`config.mk`:
```
export PLATFORM = sky130hd
export DESIGN_NAME = mdu_sequencer
export DESIGN_NICKNAME = d
export VERILOG_FILES = /design/src/rtl/mdu_sequencer.sv
export SDC_FILE = /design/constraint.sdc
export NUM_CORES = 1
export LEC_CHECK = 0
export ABC_CLOCK_PERIOD_IN_PS = 6800
export CORE_MARGIN = 1.5
export CORE_UTILIZATION = 40
export CTS_BUF_LIST = sky130_fd_sc_hd__clkbuf_8
export DETAILED_ROUTE_END_ITERATION = 10
export PLACE_DENSITY = 0.64
export SLEW_MARGIN = 20
export SYNTH_ARGS = -nofsm -noshare
export SYNTH_HDL_FRONTEND = slang
export SYNTH_SLANG_ARGS = --single-unit
```
`constraint.sdc`:
```
create_clock -name clk -period 6.8 [get_ports clk]
set_clock_uncertainty 0.1 [all_clocks]
set_input_delay 0.68 -clock clk [delete_from_list [all_inputs] [get_ports clk]]
set_output_delay 0.68 -clock clk [all_outputs]
set_load 0.005 [all_outputs]
```
`src/rtl/mdu_sequencer.sv`:
```
// Iterative unsigned multiply/divide unit owning the HI/LO pair.
// Radix-2 shift-add multiply or restoring divide, one bit per cycle over WIDTH cycles.
module mdu_sequencer #(
  parameter int unsigned WIDTH = 32
) (
  input  logic             clk,
  input  logic             reset,
  input  logic             start,
  input  logic             op,
  input  logic [WIDTH-1:0] a,
  input  logic [WIDTH-1:0] b,
  input  logic             rd_req,
  output logic             busy,
  output logic             stall,
  output logic             done,
  output logic             div_by_zero,
  output logic [WIDTH-1:0] hi,
  output logic [WIDTH-1:0] lo
);

  localparam int unsigned CntW = (WIDTH > 1) ? $clog2(WIDTH) : 1;
  localparam logic [CntW-1:0] LastCnt = CntW'(WIDTH - 1);

  typedef enum logic [1:0] {StIdle, StMul, StDiv, StDone} state_e;

  state_e            state_q, state_d;
  logic [CntW-1:0]   cnt_q, cnt_d;
  logic [WIDTH-1:0]  opnd_q, opnd_d;   // multiplicand or divisor
  logic [WIDTH-1:0]  acc_q, acc_d;     // product high word or partial remainder
  logic [WIDTH-1:0]  low_q, low_d;     // multiplier or dividend/quotient
  logic [WIDTH-1:0]  hi_q, hi_d;
  logic [WIDTH-1:0]  lo_q, lo_d;
  logic              dbz_q, dbz_d;

  logic [WIDTH:0]    mul_sum;
  logic [WIDTH:0]    div_shift;
  logic [WIDTH:0]    div_trial;
  logic [WIDTH-1:0]  rem_new;
  logic [WIDTH-1:0]  quot_new;
  logic              accept;
  logic              last;

  always_comb begin
    state_d   = state_q;
    cnt_d     = cnt_q;
    opnd_d    = opnd_q;
    acc_d     = acc_q;
    low_d     = low_q;
    hi_d      = hi_q;
    lo_d      = lo_q;
    dbz_d     = dbz_q;

    mul_sum   = {1'b0, acc_q} + (low_q[0] ? {1'b0, opnd_q} : '0);
    // Remainder shifted left with the next dividend bit; bit WIDTH of the trial is the borrow.
    div_shift = {acc_q, low_q[WIDTH-1]};
    div_trial = div_shift - {1'b0, opnd_q};
    rem_new   = div_trial[WIDTH] ? div_shift[WIDTH-1:0] : div_trial[WIDTH-1:0];
    quot_new  = {low_q[WIDTH-2:0], ~div_trial[WIDTH]};

    accept    = start & ((state_q == StIdle) | (state_q == StDone));
    last      = (cnt_q == LastCnt);

    case (state_q)
      StIdle, StDone: begin
        state_d = StIdle;
        if (accept) begin
          cnt_d   = '0;
          acc_d   = '0;
          opnd_d  = op ? b : a;
          low_d   = op ? a : b;
          state_d = op ? StDiv : StMul;
        end
      end
      StMul: begin
        acc_d = mul_sum[WIDTH:1];
        low_d = {mul_sum[0], low_q[WIDTH-1:1]};
        cnt_d = cnt_q + 1'b1;
        if (last) begin
          hi_d    = mul_sum[WIDTH:1];
          lo_d    = {mul_sum[0], low_q[WIDTH-1:1]};
          dbz_d   = 1'b0;
          cnt_d   = '0;
          state_d = StDone;
        end
      end
      StDiv: begin
        acc_d = rem_new;
        low_d = quot_new;
        cnt_d = cnt_q + 1'b1;
        if (last) begin
          hi_d    = rem_new;
          lo_d    = quot_new;
          dbz_d   = (opnd_q == '0);
          cnt_d   = '0;
          state_d = StDone;
        end
      end
      default: state_d = StIdle;
    endcase
  end

  always_ff @(posedge clk or posedge reset) begin
    if (reset) begin
      state_q <= StIdle;
      cnt_q   <= '0;
      opnd_q  <= '0;
      acc_q   <= '0;
      low_q   <= '0;
      hi_q    <= '0;
      lo_q    <= '0;
      dbz_q   <= 1'b0;
    end else begin
      state_q <= state_d;
      cnt_q   <= cnt_d;
      opnd_q  <= opnd_d;
      acc_q   <= acc_d;
      low_q   <= low_d;
      hi_q    <= hi_d;
      lo_q    <= lo_d;
      dbz_q   <= dbz_d;
    end
  end

  assign busy        = (state_q == StMul) | (state_q == StDiv);
  assign stall       = rd_req & busy;
  assign done        = (state_q == StDone);
  assign div_by_zero = dbz_q;
  assign hi          = hi_q;
  assign lo          = lo_q;

endmodule

```
## Yosys cells after proc, flatten, opt, wreduce, memory -nomap -nowiden

Index checks and enable logic that the tools add are counted.

| operators by class | value |
|---|---|
| multiplexer cells | 24 |
| reduce and logical (&&, ||, !) cells | 7 |
| bitwise logic cells | 5 |
| divide/modulo/power cells | 0 |
| magnitude comparators | 0 |
| equality and inequality tests | 8 |
| $add $sub $neg | 3 |
| $mul | 0 |
| shifts and indexed selects | 0 |

Operators with widths:

| cell | count |
|---|---|
| 32-bit 2-to-1 mux | 10 |
| 32-bit case mux with 3 select lines | 2 |
| 32-bit case mux with 2 select lines | 2 |
| 32-bit by 32-bit adder with 33-bit output | 1 |
| 33-bit by 32-bit subtractor with 33-bit output | 1 |
| 32-bit logical NOT | 1 |
| 5-bit 2-to-1 mux | 2 |
| 5-bit case mux with 2 select lines | 1 |
| 2-bit 2-to-1 mux | 3 |
| 2-bit inequality test, second input constant | 3 |
| 5-bit by 1-bit adder with 5-bit output, second input constant | 1 |
| 5-bit equality test, second input constant | 1 |
| 2-bit equality test, second input constant | 2 |
| 2-bit case mux with 2 select lines | 1 |
| 2-bit OR reduction | 2 |
| 3-bit AND reduction | 1 |
| 1-bit bitwise AND | 2 |
| 2-bit by 1-bit equality test with 1-bit output, second input constant | 1 |
| 2-bit logical NOT | 1 |
| 1-bit 2-to-1 mux | 2 |
| 2-bit by 1-bit inequality test with 1-bit output, second input constant | 1 |
| 1-bit OR | 2 |
| 1-bit case mux with 2 select lines | 1 |
| 2-bit AND reduction | 1 |
| other kinds (2) | 2 |

| word-level totals | value |
|---|---|
| memories | 0 |
| register bits after elaboration | 168 |
| bits in latches | 0 |
| input bits | 69 |
| word-level logic and storage cells | 55 |
| bits in writable memories | 0 |
| bits in read-only memories | 0 |
| output and inout bits | 68 |

## Longest topological paths before layout

Gate-level depths: netlist of run 1.

| depth | value |
|---|---|
| depth after elaboration | 5 |
| mapped depth | 14 |
| gate-level depth less buffers | 13 |

## Worst setup path after synthesis of run 1

OpenSTA, ideal clock, no wires.

| timing path | value |
|---|---|
| kind | register -> register |
| start point | register low_q[0] |
| end point | register hi_q[29] (netlist: hi[29]) |
| buffers on the path | 1 |
| library setup time | 0.126 ns |
| cell stages (with the launch flop) | 15 |
| arrival time | 3.085 ns |
| period minus slack after synthesis | 3.311 ns |
| path slack | 3.489 ns |
| cell sequence | dfrtp_1 clkbuf_1 and2_1 ha_1 fa_1 a21oi_1 o21ai_0 o21a_1 a21oi_1 o31ai_2 a31oi_1 o21ai_1 a31oi_1 xnor2_1 a221o_1 |

| between the ends | value |
|---|---|
| longest elaborated chain between the ends | 4 |

Ends and longest elaborated chain:

| item | line | text |
|---|---|---|
| start, declared | 30 | `logic [WIDTH-1:0] low_q, low_d;` |
| start signal, assigned | 117 | `low_q <= low_d;` |
| 32-bit 2-to-1 mux | 53 | `mul_sum = {1'b0, acc_q} + (low_q[0] ? {1'b0, opnd_q} : '0);` |
| 32-bit by 32-bit adder with 33-bit output | 53 |  |
| 32-bit 2-to-1 mux | 78 | `if (last) begin` |
| 32-bit case mux with 2 select lines | 63 | `case (state_q)` |
| end signal, assigned | 118 | `hi_q <= hi_d;` |
| end, declared | 31 | `logic [WIDTH-1:0] hi_q, hi_d;` |

Every way passes these cells. The select of a mux whose other input is x is not followed.
A chain may end at the register's enable or synchronous reset.

## Worst setup path after layout of run 1

Same ends and word-level chain as after synthesis.

==> metrics.md, run 1 <==
| Metric | Value |
|---|---|
| Most common cell after layout, fill and taps aside | `a21oi_1` |
| Flop pwr share | `between 20% and 30%` |
| Area of the core | `between 20,000 and 30,000 µm²` |
| Area of the mapped netlist | `~12,000 µm²` |
| Postcts setup bufs | `0` |
| First-pass GRT wire length | `58.1 mm` |
| Register area share after synthesis | `between 30% and 40%` |
| Cells after Synth | `1,422` |
| Syn_nets | `1,562` |
| # setup viols final | `0` |
| Routed vias | `around 11,000` |
| Worst path required time | `~7.1 ns` |
| Final cell count without fillers | `1,901` |
| GP Congestion | `0.920` |
| Comb power frac | `60.4%` |
| #FFs+latches synth | `between 150 and 200` |
| Max H-tree Level | `4` |
| Crit path max fanout | `35` |
| Rel. slew slack | `~25%` |
| Largest stage delay on the critical path | `roughly 1 ns` |
| Synth area leaders | `dfrtp_1, a21oi_1, mux2i_1` |
| Die Ht | `between 150 and 200 µm` |
| Number of synthesized flops with an enable pin | `0` |
| Iteration-0 DRC Markers | `roughly 850` |
| Vias/cell | `5.88` |
| PwrDens | `480 nW/µm²` |
| Internal Power | `roughly 3.4 mW` |
| Most frequent cells in the layout | `a21oi_1, dfrtp_1, clkdlybuf4s50_1, nor2_1, nand2_1` |
| DRC viols | `0` |
| Root Driver | `clkbuf_8` |
| Minimum clock period | `between 4 and 5 ns` |
| Total Routed Length | `36.7 mm` |
| Clock Power Share | `10.3%` |
| Max rail drop VDD | `around 0.23 mV` |
| Area growth syn-to-layout | `16.3%` |
| Vias in the first global route | `10,616` |
| Die footprint | `between 30,000 and 40,000 µm²` |
| CP Buf/Inv Count | `0` |
| Max capacitance violation total | `0` |
| Setup TNS | `0 ns` |
| Grt total ovfl | `0` |
| Clk Latency, worst-skew pair | `about 0.48 ns` |
| Post-DR wirelength/cell | `19.3 µm` |
| Worst slack, placed | `about 2.6 ns` |
| Delay-heaviest family, CP | `compound AO/OA/AOI/OAI gates` |
| Final WS setup | `around 2.6 ns` |
| Worst EP arrival | `4.49 ns` |
| Worst Max-Slew Pin Slew | `1.11 ns` |
| RSZ-0062 raised after global routing | `false` |
| Port bufs | `roughly 140` |
| Peak Freq | `about 0.24 GHz` |
| TritonCTS Buffers | `17` |
| WS Path Type | `reg2reg` |
| Async S/R FF share, synth | `between 90% and 100%` |
| Psw | `~3.3 mW` |
| HPWL after detailed placement | `around 26 mm` |
| Nets | `between 1,500 and 2,000` |
| Initial antenna violation count | `0` |
| DP Cell Count | `1,869` |
| CP cell instances | `and2_1 > ha_1 > fa_1 > a21oi_1 > o21ai_0 > o21a_1 > a21oi_1 > o31ai_2 > a31oi_1 > o21ai_1 > a31oi_1 > xnor2_1 > a221o_1` |
| Post-synth cell types | `between 70 and 80` |
| Largest area contributor in the netlist | `dfrtp_1` |
| Final Power | `between 6 and 7 mW` |
| Fillers | `approximately 2,900` |
| Ys Warns | `0` |
| Switching share of power | `between 40% and 50%` |
| Main synth FF type | `dfrtp_1` |
| CTS tree | `yes` |
| Total GRT Usage | `a little under a quarter` |
| Initial Util | `40.7%` |
| Tcrit/Tclk final | `a little over 60%` |
| Crit path capture type | `register` |
| Pre-antenna DRT Iters | `5` |
| Post-layout util | `47.4%` |
| Die X | `~180 µm` |
| Diode count | `0` |
| Fraction of layout cells with a size suffix above 1 | `under 10%` |
| Min-Delay Path Class | `reg2reg` |
| Slowest cell on the critical path | `dfrtp_1` |
| Cts repair resizes | `0` |
| Top-Level Pins | `roughly 140` |
| Antenna-violating nets left | `0` |
| Clk buf depth | `2` |
| Worst Setup Start Kind | `register` |
| Clock Sinks | `between 150 and 200` |
| Outcome | `complete, no violations` |
| Largest net degree at the start of global routing | `97` |
| Cts hold-fix bufs | `0` |
| Final Hold Viols | `0` |
| Leakage | `6.34 nW` |
| Reg clk slew, reported paths | `~0.090 ns` |
| Syn avg cell area | `about 8.5 µm²` |
| Final Max Slew Viols | `0` |
| Std cell rows | `between 60 and 70` |
| Yosys top cell area share | `roughly a third` |
==> sequential cells by signal, indices dropped and copies added, names as in the netlist <==
signal       count
state_q          2
acc_q           32
opnd_q          32
cnt_q            5
hi              32
low_q           32
div_by_zero      1
lo              32
==> cell type report <==
class / count / area (µm²) / area share [%]
Tap cell: 390 / 488 / 3.47
Inverter: 45 / 174 / 1.24
Clock inverter: 14 / 114 / 0.809
Sequential cell: 168 / 4200 / 29.9
Timing Repair Buffer: 148 / 1450 / 10.3
Multi-Input combinational cell: 1118 / 7410 / 52.6
Clock buffer: 18 / 248 / 1.76
==> layer usage <==
| layer | vias to the layer above | GRT usage [%] | share of wire, % |
|---|---|---|---|
| met1 | 5423 | 34.5 | 48 |
| met2 | 378 | 35.3 | 43 |
| met5 | - | 0 | 0 |
| met3 | 42 | 4.38 | 6.9 |
| met4 | 0 | 7.13 | 2.1 |
| li1 | 5334 | - | - |
==> cells in the mapped netlist, drive strengths merged (5+ instances only) <==
| library cell | count |
|---|---|
| o21a | 10 |
| and2 | 40 |
| and3 | 23 |
| xnor2 | 35 |
| nor4 | 10 |
| nor2b | 14 |
| o211ai | 7 |
| clkbuf | 76 |
| nor3 | 11 |
| dfrtp | 168 |
| nand4 | 11 |
| a221oi | 33 |
| a31oi | 32 |
| nand3 | 21 |
| nor2 | 121 |
| nand2b | 9 |
| nand2 | 119 |
| a22oi | 20 |
| o221ai | 9 |
| xor2 | 21 |
| a21o | 35 |
| o21ai | 90 |
| buf | 15 |
| mux2i | 102 |
| o21bai | 5 |
| a21oi | 209 |
| ha | 69 |
| inv | 43 |
| a211oi | 10 |
==> worst register-to-register path: stages, from the launching register on <==
cell	delay [ns]
dfrtp_1	1.01
and2_1	0.25
ha_1	0.24
fa_1	0.25
a21oi_1	0.10
o21ai_0	0.25
o21a_1	0.23
a21oi_1	0.12
o31ai_2	0.42
a31oi_1	0.20
o21ai_1	0.33
a31oi_1	0.15
xnor2_1	0.16
a221o_1	0.33
==> logic make-up after synthesis <==
kind of cell / Yosys count / share of synthesized area [%]
mux: 105 / 8.81
xor+xnor: 56 / 4.05
compound gates: 498 / 25.7
buf+inv: 136 / 4.45
fa+ha+maj: 71 / 7.46
simple gates: 388 / 14.9
flops: 168 / 34.7
==> worst paths after layout <==
kind	startpoint	to	slack, ns	cells after the start
min in group asynchronous	reset	lo[28]$_DFFE_PP0P_	0.67	2
max	low_q[0]$_DFFE_PP0P_	hi[29]$_DFFE_PP0P_	2.56	13
min reg2reg	div_by_zero$_DFFE_PP0P_	div_by_zero$_DFFE_PP0P_	0.38	2
min	div_by_zero$_DFFE_PP0P_	div_by_zero$_DFFE_PP0P_	0.38	2
max reg2reg	low_q[0]$_DFFE_PP0P_	hi[29]$_DFFE_PP0P_	2.56	13
max in group asynchronous	reset	hi[0]$_DFFE_PP0P_	4.40	3
==> metrics by stage <==
step                area, µm²  hold slack, ns
floorplan               12100           0.339
global placement        13700           0.363
detailed placement      13700           0.370
CTS                     14100           0.383
global route            14100           0.398
finish                  14100           0.385
==> power groups by stage <==
stage	combinational, mW	sequential (mW)	clock, mW
after floorplan	2.89	1.77	0
after global placement	3.95	1.98	0
after detailed placement	4.02	1.98	0
after CTS	4.03	1.96	0.712
after global routing	4.52	2.03	0.755
final	4.08	1.98	0.697
Note: power is estimated with default switching activity, not from simulation.
==> inputs of run 2 (changes only) <==
ABC_CLOCK_PERIOD_IN_PS = 3500   (was 6800)
PLACE_DENSITY = 0.66   (was 0.64)
clock period = 3.5 ns   (was 6.8 ns; I/O delays follow)
==> metrics.md, run 2 (synthesis gave the netlist of run 1 again) <==
| Metric | Value |
|---|---|
| Top layer in use | `met4` |
| Top-Level Pins | `137 (unchanged)` |
| Crit path capture type | `register` |
| WL met2 | `16.5 mm (+3.1%)` |
| Post-layout util | `49.5% (+2.1 points)` |
| Area of the core | `29,700 µm² (unchanged)` |
| Largest net degree at the start of global routing | `169 (+74%)` |
| HPWL after detailed placement | `27.2 mm (+3.3%)` |
| Grt total ovfl | `0 (unchanged)` |
| Port bufs | `136 (unchanged)` |
| # setup viols final | `0 (unchanged)` |
| Routed vias | `11,377 (+1.8%)` |
| Initial Util | `40.7% (unchanged)` |
| Die Ht | `177 µm (unchanged)` |
| Nets | `1,697 (+3.6%)` |
| Vias in the first global route | `11,000 (+3.6%)` |
| Clk Latency, worst-skew pair | `0.48 ns (about the same)` |
| Worst Max-Slew Pin Slew | `1.06 ns (-0.0578 ns)` |
| Root Driver | `clkbuf_8` |
| Peak Freq | `0.298 GHz (+26%)` |
| Hold WS | `0.348 ns (-0.0367 ns)` |
| Flop pwr share | `26.9% (-2.4 points)` |
| Final cell count without fillers | `1,959 (+3.1%)` |
| Internal Power | `7.15 mW (+110%)` |
| Antenna-violating nets left | `0 (unchanged)` |
| Worst path required time | `3.75 ns (-3.30 ns)` |
| Psw | `6.67 mW (+100%)` |
| Std cell rows | `63 (unchanged)` |
| Most common cell after layout, fill and taps aside | `a21oi_1` |
| Total GRT Usage | `24.3% (+0.65 points)` |
| Total Routed Length | `37.6 mm (+2.5%)` |
| Outcome | `complete, no violations` |
| Met3 wire len | `2.58 mm (+1.5%)` |
| Area occupied by multi-input gates | `7500 µm² (+1.3%)` |
| Clk buf depth | `2 (unchanged)` |
| DRC viols | `0 (unchanged)` |
| Die X | `177 µm (unchanged)` |
| Clock Power Share | `10.3% (about the same)` |
| PwrDens | `939 nW/µm² (+96%)` |
| Crit path max fanout | `9 (-74%)` |
| TritonCTS Buffers | `17 (unchanged)` |
| Fillers | `2,819 (-3.0%)` |
| Area growth syn-to-layout | `21.6%` |
| FF+latch area | `4210 µm² (about the same)` |
| RSZ-0062 raised after global routing | `true` |
| Final Hold Viols | `0 (unchanged)` |
| Comb power frac | `62.8% (+2.4 points)` |
| Final Max Slew Viols | `0 (unchanged)` |
| Met1 Wirelength | `18.0 mm (+2.8%)` |
| Reg clk slew, reported paths | `0.12 ns (+0.03 ns)` |
| Iteration-0 DRC Markers | `888 (+5.1%)` |
| Slowest cell on the critical path | `fa_1` |
| Clock Sinks | `168 (unchanged)` |
| Cell Area, Placed | `14,200 µm² (+3.3%)` |
| Initial antenna violation count | `0 (unchanged)` |
| Most frequent cells in the layout | `a21oi_1, dfrtp_1, clkdlybuf4s50_1, nor2_1, nand2_1` |
| Max H-tree Level | `4 (unchanged)` |
| CTS tree | `yes` |
| First-pass GRT wire length | `60.1 mm (+3.5%)` |
| Max rail drop VDD | `0.395 mV (+72%)` |
| Pre-antenna DRT Iters | `5 (unchanged)` |
| Minimum clock period | `3.35 ns (-0.883 ns)` |
| Die footprint | `31,300 µm² (unchanged)` |
| Switching share of power | `48.3% (-0.76 points)` |
| Final Power | `13.8 mW (+100%)` |
| Diode count | `0 (unchanged)` |
| Vias/cell | `5.81 (-1.2%)` |
| Worst EP arrival | `3.61 ns (-0.88 ns)` |
| Leakage | `6.66 nW (+5.2%)` |
| Largest stage delay on the critical path | `0.42 ns (-0.59 ns)` |
| Cts hold-fix bufs | `0 (unchanged)` |
| CP cell instances | `ha_1 > fa_1 > nand2b_4 > a21oi_2 > nor4_2 > o21a_1 > buf_4 > a21oi_4 > a21boi_2 > o211ai_2 > buf_6 > o311a_1 > nor2_1 > a221o_1` |
| DP Cell Count | `1,924 (+2.9%)` |
| Tcrit/Tclk final | `95.8% (+34 points)` |
| Rel. slew slack | `29.6% (+4.2 points)` |
| Min-Delay Path Class | `in2async` |
| Post-DR wirelength/cell | `19.2 µm (-0.57%)` |
| Fraction of layout cells with a size suffix above 1 | `8.99% (+4.7 points)` |
| Max capacitance violation total | `0 (unchanged)` |
| Post-Layout Inst Area | `14,700 µm² (+4.5%)` |
| GP Congestion | `0.943 (+2.4%)` |
| Worst Setup Start Kind | `register` |
| WS Path Type | `reg2reg` |
==> run 2: cell types whose count changed in the layout (fill, tap and decap cells not counted), sizes merged <==
| cell | previous run | this run |
|---|---|---|
| buf | 13 | 72 |
| clkbuf | 18 | 17 |
| clkinv | 3 | 7 |
| clkinvlp | 4 | 3 |
| inv | 52 | 49 |
==> run 2: routing by layer <==
metal	vias up	global-route usage [%]
met5	-	0
met4	0	6.50
met3	43	3.95
met2	398	36.5
met1	5463	35.9
li1	5473	-
==> run 2: what timing repair did <==
action,CTS,global route
cloned,0,0
endpoints found under the setup margin,10,44
pin swaps,0,4
buffers inserted,3,1
hold endpoints to repair,0,0
resized for setup,1,22
==> run 2: final cells by class <==
cell class | instances | share of cell area, %
timing repair buffer | 207 | 13.3
multi-input combinational | 1118 | 51.0
inverter | 45 | 1.17
clock buffer | 17 | 1.59
tap | 390 | 3.32
clock inverter | 14 | 1.05
sequential | 168 | 28.6
==> run 2: per-stage QoR <==
step | TNS (ns) | setup slack (ns)
floorplan | 0 | 0.189
global placement | -0.119 | -0.0559
detailed placement | -0.322 | -0.0941
CTS | 0 | 0.00335
global route | -0.0261 | -0.0109
finish | 0 | 0.147
==> run 2: power groups by stage <==
stage,sequential (mW),combinational (mW),clock (mW)
floorplan,3.43,5.62,0
global placement,3.74,8.18,0
detailed placement,3.73,8.33,0
CTS,3.69,8.43,1.45
global route,3.83,9.51,1.53
finish,3.72,8.67,1.42
==> run 2: worst paths after layout <==
kind                                        from                    to  slack [ns]  depth (start not counted)
setup / recovery           opnd_q[0]$_DFFE_PP0P_    hi[29]$_DFFE_PP0P_        0.15                         14
hold / removal                             reset    lo[28]$_DFFE_PP0P_        0.35                          3
setup reg to reg           opnd_q[0]$_DFFE_PP0P_    hi[29]$_DFFE_PP0P_        0.15                         14
hold reg to reg               hi[28]$_DFFE_PP0P_    hi[28]$_DFFE_PP0P_        0.39                          2
max in group asynchronous                  reset  low_q[0]$_DFFE_PP0P_        2.15                          3
min in group clk              hi[28]$_DFFE_PP0P_    hi[28]$_DFFE_PP0P_        0.39                          2
==> run 2: worst max-delay path: cells and delay by family (launching register included) <==
family,cells,cell delay (ns)
AOI/OAI and AO/OA,7,1.42
DFF,1,0.39
adders and majority gates,2,0.65
buffers and inverters,2,0.36
and+or+nand+nor,3,0.31
==> inputs of run 3 (changes only) <==
SLEW_MARGIN = 10   (was 20)
==> results of run 3 <==
No change in the layout: final DEF, timing and power equal those of run 2.
